**src/rtl/mips_run_ctrl.sv**
```systemverilog
// Run/halt/single-step sequencer for the single-cycle mips core: gates mips.enable,
// takes host debug commands, holds one PC breakpoint and counts executed instructions.
//
// state     | meaning
// ----------+------------------------------------------------------------
// ST_HALTED | core frozen, waiting for a host command
// ST_RUN    | free running until HALT or breakpoint
// ST_STEP   | exactly one instruction executes, then back to halted
// ST_RUN_N  | runs run_cnt instructions, stops early on breakpoint
module mips_run_ctrl #(
    parameter int wordsize = 32
) (
    input  logic                clk_i,
    input  logic                reset_i,
    input  logic                cmd_valid_i,
    output logic                cmd_ready_o,
    input  logic [2:0]          cmd_op_i,
    input  logic [wordsize-1:0] cmd_arg_i,
    input  logic [wordsize-1:0] pc_i,
    output logic                enable_o,
    output logic                halted_o,
    output logic                bp_hit_o,
    output logic [wordsize-1:0] instr_count_o
);

    typedef enum logic [1:0] {
        ST_HALTED = 2'd0,
        ST_RUN    = 2'd1,
        ST_STEP   = 2'd2,
        ST_RUN_N  = 2'd3
    } state_t;

    localparam logic [2:0] OP_NOP     = 3'd0;
    localparam logic [2:0] OP_RUN     = 3'd1;
    localparam logic [2:0] OP_HALT    = 3'd2;
    localparam logic [2:0] OP_STEP    = 3'd3;
    localparam logic [2:0] OP_RUN_N   = 3'd4;
    localparam logic [2:0] OP_SET_BP  = 3'd5;
    localparam logic [2:0] OP_CLR_BP  = 3'd6;
    localparam logic [2:0] OP_CLR_CNT = 3'd7;

    state_t              state_q, state_d;
    logic                bp_en_q, bp_en_d;
    logic [wordsize-1:0] bp_addr_q, bp_addr_d;
    logic [wordsize-1:0] run_cnt_q, run_cnt_d;
    logic                skip_q, skip_d;
    logic                bp_hit_q, bp_hit_d;
    logic [wordsize-1:0] cnt_q, cnt_d;

    logic brk;
    logic accept;
    logic cmd_moves_state;

    always_comb begin
        cmd_ready_o = (state_q != ST_STEP);
        brk         = bp_en_q & (pc_i == bp_addr_q) & ~skip_q;
        enable_o    = (state_q != ST_HALTED) & ~brk;
        accept      = cmd_valid_i & cmd_ready_o;

        state_d         = state_q;
        bp_en_d         = bp_en_q;
        bp_addr_d       = bp_addr_q;
        run_cnt_d       = run_cnt_q;
        skip_d          = enable_o ? 1'b0 : skip_q;
        bp_hit_d        = bp_hit_q;
        cnt_d           = enable_o ? cnt_q + wordsize'(1) : cnt_q;
        cmd_moves_state = 1'b0;

        if (accept) begin
            case (cmd_op_i)
                OP_RUN: begin
                    state_d         = ST_RUN;
                    skip_d          = 1'b1;
                    bp_hit_d        = 1'b0;
                    cmd_moves_state = 1'b1;
                end
                OP_HALT: begin
                    // a breakpoint landing on the same cycle still gets reported
                    if (brk && state_q != ST_HALTED) begin
                        bp_hit_d = 1'b1;
                    end
                    state_d         = ST_HALTED;
                    cmd_moves_state = 1'b1;
                end
                OP_STEP: begin
                    if (state_q == ST_HALTED) begin
                        state_d         = ST_STEP;
                        skip_d          = 1'b1;
                        bp_hit_d        = 1'b0;
                        cmd_moves_state = 1'b1;
                    end
                end
                OP_RUN_N: begin
                    if (cmd_arg_i != '0) begin
                        state_d         = ST_RUN_N;
                        run_cnt_d       = cmd_arg_i;
                        skip_d          = 1'b1;
                        bp_hit_d        = 1'b0;
                        cmd_moves_state = 1'b1;
                    end
                end
                OP_SET_BP: begin
                    bp_addr_d = cmd_arg_i;
                    bp_en_d   = 1'b1;
                end
                OP_CLR_BP:  bp_en_d = 1'b0;
                OP_CLR_CNT: cnt_d = '0;
                OP_NOP:     ;
                default:    ;
            endcase
        end

        // Non-state commands leave the running sequence untouched.
        if (!cmd_moves_state) begin
            case (state_q)
                ST_STEP: state_d = ST_HALTED;
                ST_RUN: begin
                    if (brk) begin
                        state_d  = ST_HALTED;
                        bp_hit_d = 1'b1;
                    end
                end
                ST_RUN_N: begin
                    if (brk) begin
                        state_d  = ST_HALTED;
                        bp_hit_d = 1'b1;
                    end else begin
                        run_cnt_d = run_cnt_q - wordsize'(1);
                        if (run_cnt_q == wordsize'(1)) begin
                            state_d = ST_HALTED;
                        end
                    end
                end
                default: ;
            endcase
        end
    end

    always_ff @(posedge clk_i) begin
        if (!reset_i) begin
            state_q   <= ST_HALTED;
            bp_en_q   <= 1'b0;
            bp_addr_q <= '0;
            run_cnt_q <= '0;
            skip_q    <= 1'b0;
            bp_hit_q  <= 1'b0;
            cnt_q     <= '0;
        end else begin
            state_q   <= state_d;
            bp_en_q   <= bp_en_d;
            bp_addr_q <= bp_addr_d;
            run_cnt_q <= run_cnt_d;
            skip_q    <= skip_d;
            bp_hit_q  <= bp_hit_d;
            cnt_q     <= cnt_d;
        end
    end

    assign halted_o      = (state_q == ST_HALTED);
    assign bp_hit_o      = bp_hit_q;
    assign instr_count_o = cnt_q;

endmodule

```
**config.mk**
```make
export PLATFORM = sky130hd
export DESIGN_NAME = mips_run_ctrl
export DESIGN_NICKNAME = d
export VERILOG_FILES = /design/src/rtl/mips_run_ctrl.sv
export SDC_FILE = /design/constraint.sdc
export NUM_CORES = 1
export LEC_CHECK = 0
export CAP_MARGIN = 20
export CORE_MARGIN = 2
export CORE_UTILIZATION = 25
export DETAILED_ROUTE_END_ITERATION = 8
export PLACE_DENSITY = 0.56
export SETUP_SLACK_MARGIN = 0.5
export SLEW_MARGIN = 20
export SYNTH_ARGS = -nofsm -noshare
export SYNTH_HDL_FRONTEND = slang
export SYNTH_SLANG_ARGS = --single-unit
```
**constraint.sdc**
```tcl
create_clock -name clk_i -period 2.5 [get_ports clk_i]
set_clock_uncertainty 0.2 [all_clocks]
set_input_delay 0.25 -clock clk_i [delete_from_list [all_inputs] [get_ports clk_i]]
set_output_delay 0.25 -clock clk_i [all_outputs]
set_load 0.01 [all_outputs]
```
==> results_dict.tcl <==
set metrics [dict create \
    status "complete, but fails checks" \
    failed_checks "setup timing" \
    peakVddDrop_v 0.000303 \
    grt_first_pass_wirelength_microns 35500 \
    ctsHoldBuffers 0 \
    hold-worst-slack_ns 0.0731 \
    async_flop_share 0 \
    crit_arrival_ns 2.16 \
    synth.most_common_cell "nand2_1" \
    max_freq_mhz 383 \
    ys_warn_count 0 \
    setup_ws_ns -0.111 \
    hold_path_class "input port to register" \
    drc_errors 0 \
    synth-seq-area-share 0.347 \
    muxShareOfSynthArea 0.00365 \
    cts-root-buf "clkbuf_16" \
    synthSimpleGateAreaFrac 0.331 \
    cts.clk_slew.worst_paths_ns 0.08 \
    grt_usage 0.184 \
    numCtsBuffers 9 \
    dp_hpwl_microns 16100 \
    num-nets-final 1073 \
    gp_congestion 0.862 \
    portBuffers 105 \
    die_h_microns 157 \
    ioPinCount 106 \
    via_per_inst 5.36 \
    max_cap_violations 0 \
    totalWireLength_microns 24200 \
    post-route-period-util 1.04 \
    syn_nets 827 \
    synth_adder_area_share 0.00643 \
    path_class "register to output pin" \
    cts.path.max_buffers 2 \
    synth_top_family_by_area "simple AND/OR/NAND/NOR gates" \
    synthFlopType "dfxtp_1" \
    worst_r2r_startpoint "bp_addr_q[4]" \
    initial_utilization 0.256 \
    die_w_microns 157 \
    vias 7068 \
    finalMaxSlewViolations 0 \
    netlist_area_sq_mm 0.00583 \
    ctsHtreeMaxLevel 3 \
    timing.rr.end "instr_count_o[6]" \
    row_count 55 \
    tightestPinTransition_ns 0.625 \
    cp_max_fo 3 \
    fin_crit_ns 2.61 \
    firstDrtPassIters 5 \
    rsz0062_at_grt "true" \
    fin_util 0.453 \
    gr-total-overflow 0 \
    min_path_cells 4 \
    reg2reg_depth 10 \
    hp-start "cmd_arg_i[18]" \
    final_hold_viol_count 0 \
    min_to "bp_addr_q[18]" \
    grt_pass1_vias 6663 \
    syn_to_final_growth_pct 76.7 \
    cts_tree "built" \
    synthXorXnorAreaFrac 0.0495 \
    synth_top_cell_by_area "dfxtp_1" \
    antenna_found_initial 1 \
    synth_common_cells "nand2_1, dfxtp_1, a21oi_1" \
    p_per_area_mw_per_mm2 406 \
    drtIter0Drc 594 \
    cp-start-kind "register" \
    synth_top_area_frac 0.347 \
    slew_headroom 0.582 \
    worstSkewPairLatency_ns 0.36 \
    layout-drive-gt1-share 0.400 \
    synth_cells 754 \
    cp-end-kind "output pin" \
    post_drt_wl_per_cell_microns 18.4 \
    grt_max_degree 36 \
    synthTopCellsByArea "dfxtp_1, nand2_1, a21oi_1, xnor2_1, or4_1" \
    core_sq_mm 0.0228 \
    ys_ff_latch 101 \
    syn_area_per_cell_sq_um 7.74 \
    dieArea_sq_mm 0.0246 \
    r2r_slack_ns -0.07 \
    synth_compound_area_frac 0.213 \
    detail-route-antenna-nets 0 \
    cts.sinks 101 \
    setup_viol_count_final 25 \
    synth_edf_count 0 \
    ys_types 70 \
    worstPathRequired_ns 2.05 \
    fin_setup_tns_ns -0.741 \
    power.leakage_nw 3.77 \
]
[cells in the final DEF, fill, tap and decap left out, drive strengths merged, types with 31 or more instances in the layout]
cell and instances:
buf 180, clkdlybuf4s50 53, nand4 34, nand2 104, a21oi 70, o31ai 31
nand3 39, or4 35, dfxtp 101, xnor2 31
[flip-flops by register name, indices dropped and copies added, names as in the netlist]
signal         count
skip_q             1
instr_count_o     32
bp_addr_q         32
state_q            2
bp_hit_o           1
bp_en_q            1
run_cnt_q         32
[routing by layer]
metal | part of all wire | vias to the layer above | track usage
li1 | - | 3345 | -
met5 | 0 | - | 0
met4 | 0.033 | 0 | 0.0695
met1 | 0.43 | 3393 | 0.241
met3 | 0.060 | 52 | 0.0321
met2 | 0.47 | 278 | 0.301
[per-stage QoR]
| step | std cells | total power, W | setup slack, ns | instance area [sq um] |
|---|---|---|---|---|
| 4_1_cts | 1294 | 0.00408 | -0.0762 | 9420 |
| 5_1_grt | 1319 | 0.00433 | -0.158 | 10300 |
| 3_5_place_dp | 1241 | 0.00250 | -0.505 | 8270 |
| 3_3_place_gp | 1241 | 0.00250 | -0.517 | 8270 |
| 6_report | 1319 | 0.00418 | -0.111 | 10300 |
| 2_1_floorplan | 754 | 0.00208 | 0.271 | 6110 |
[power by group]
group	total (W)	internal, W	switching (W)
registers	0.00169	0.00164	0.0000456
clock network	0.00141	0.000691	0.000716
logic	0.00109	0.000558	0.000531
[worst max path at each step]
stage	slack [ns]	startpoint	end	cells after the start
finish	-0.11	bp_addr_q[4]	enable_o	7
global placement	-0.52	pc_i[28]	enable_o	8
floorplan	0.27	bp_addr_q[5]	instr_count_o[0]	8
detailed placement	-0.50	pc_i[28]	enable_o	8
global route	-0.16	bp_addr_q[4]	enable_o	7
CTS	-0.08	bp_addr_q[4]	enable_o	7
[kinds of logic after synthesis]
group | count (synthesis)
adder cells (fa/ha/maj) | 3
multiplexers | 2
flip-flops | 101
buffers and inverters | 68
AO/OA/AOI/OAI | 194
AND/OR/NAND/NOR | 353
XOR/XNOR | 33
[worst max-delay path: stages (launching register included)]
cell	delay (ns)
dfxtp_2	0.34
xnor2_2	0.21
nand4_1	0.12
or4_4	0.57
o31ai_4	0.24
buf_6	0.16
inv_4	0.04
buf_6	0.11
[final cells by class]
type	instances	area, sq um
repair buffers	287	2960
clock buffers	9	225
diodes	1	2.50
multi-input cells	585	4540
fillers	2167	12500
clock inverters	7	57.6
flip-flops and latches	101	2070
well taps	313	392
inverters	16	65.1
[timing repair]
| action | CTS | global route |
|---|---|---|
| endpoints found under the setup margin | 70 | 91 |
| pin swaps | 83 | 71 |
| setup buffers | 31 | 20 |
| gates cloned | 6 | 4 |
| resized for setup | 190 | 137 |
(Power assumes the default switching activity.)
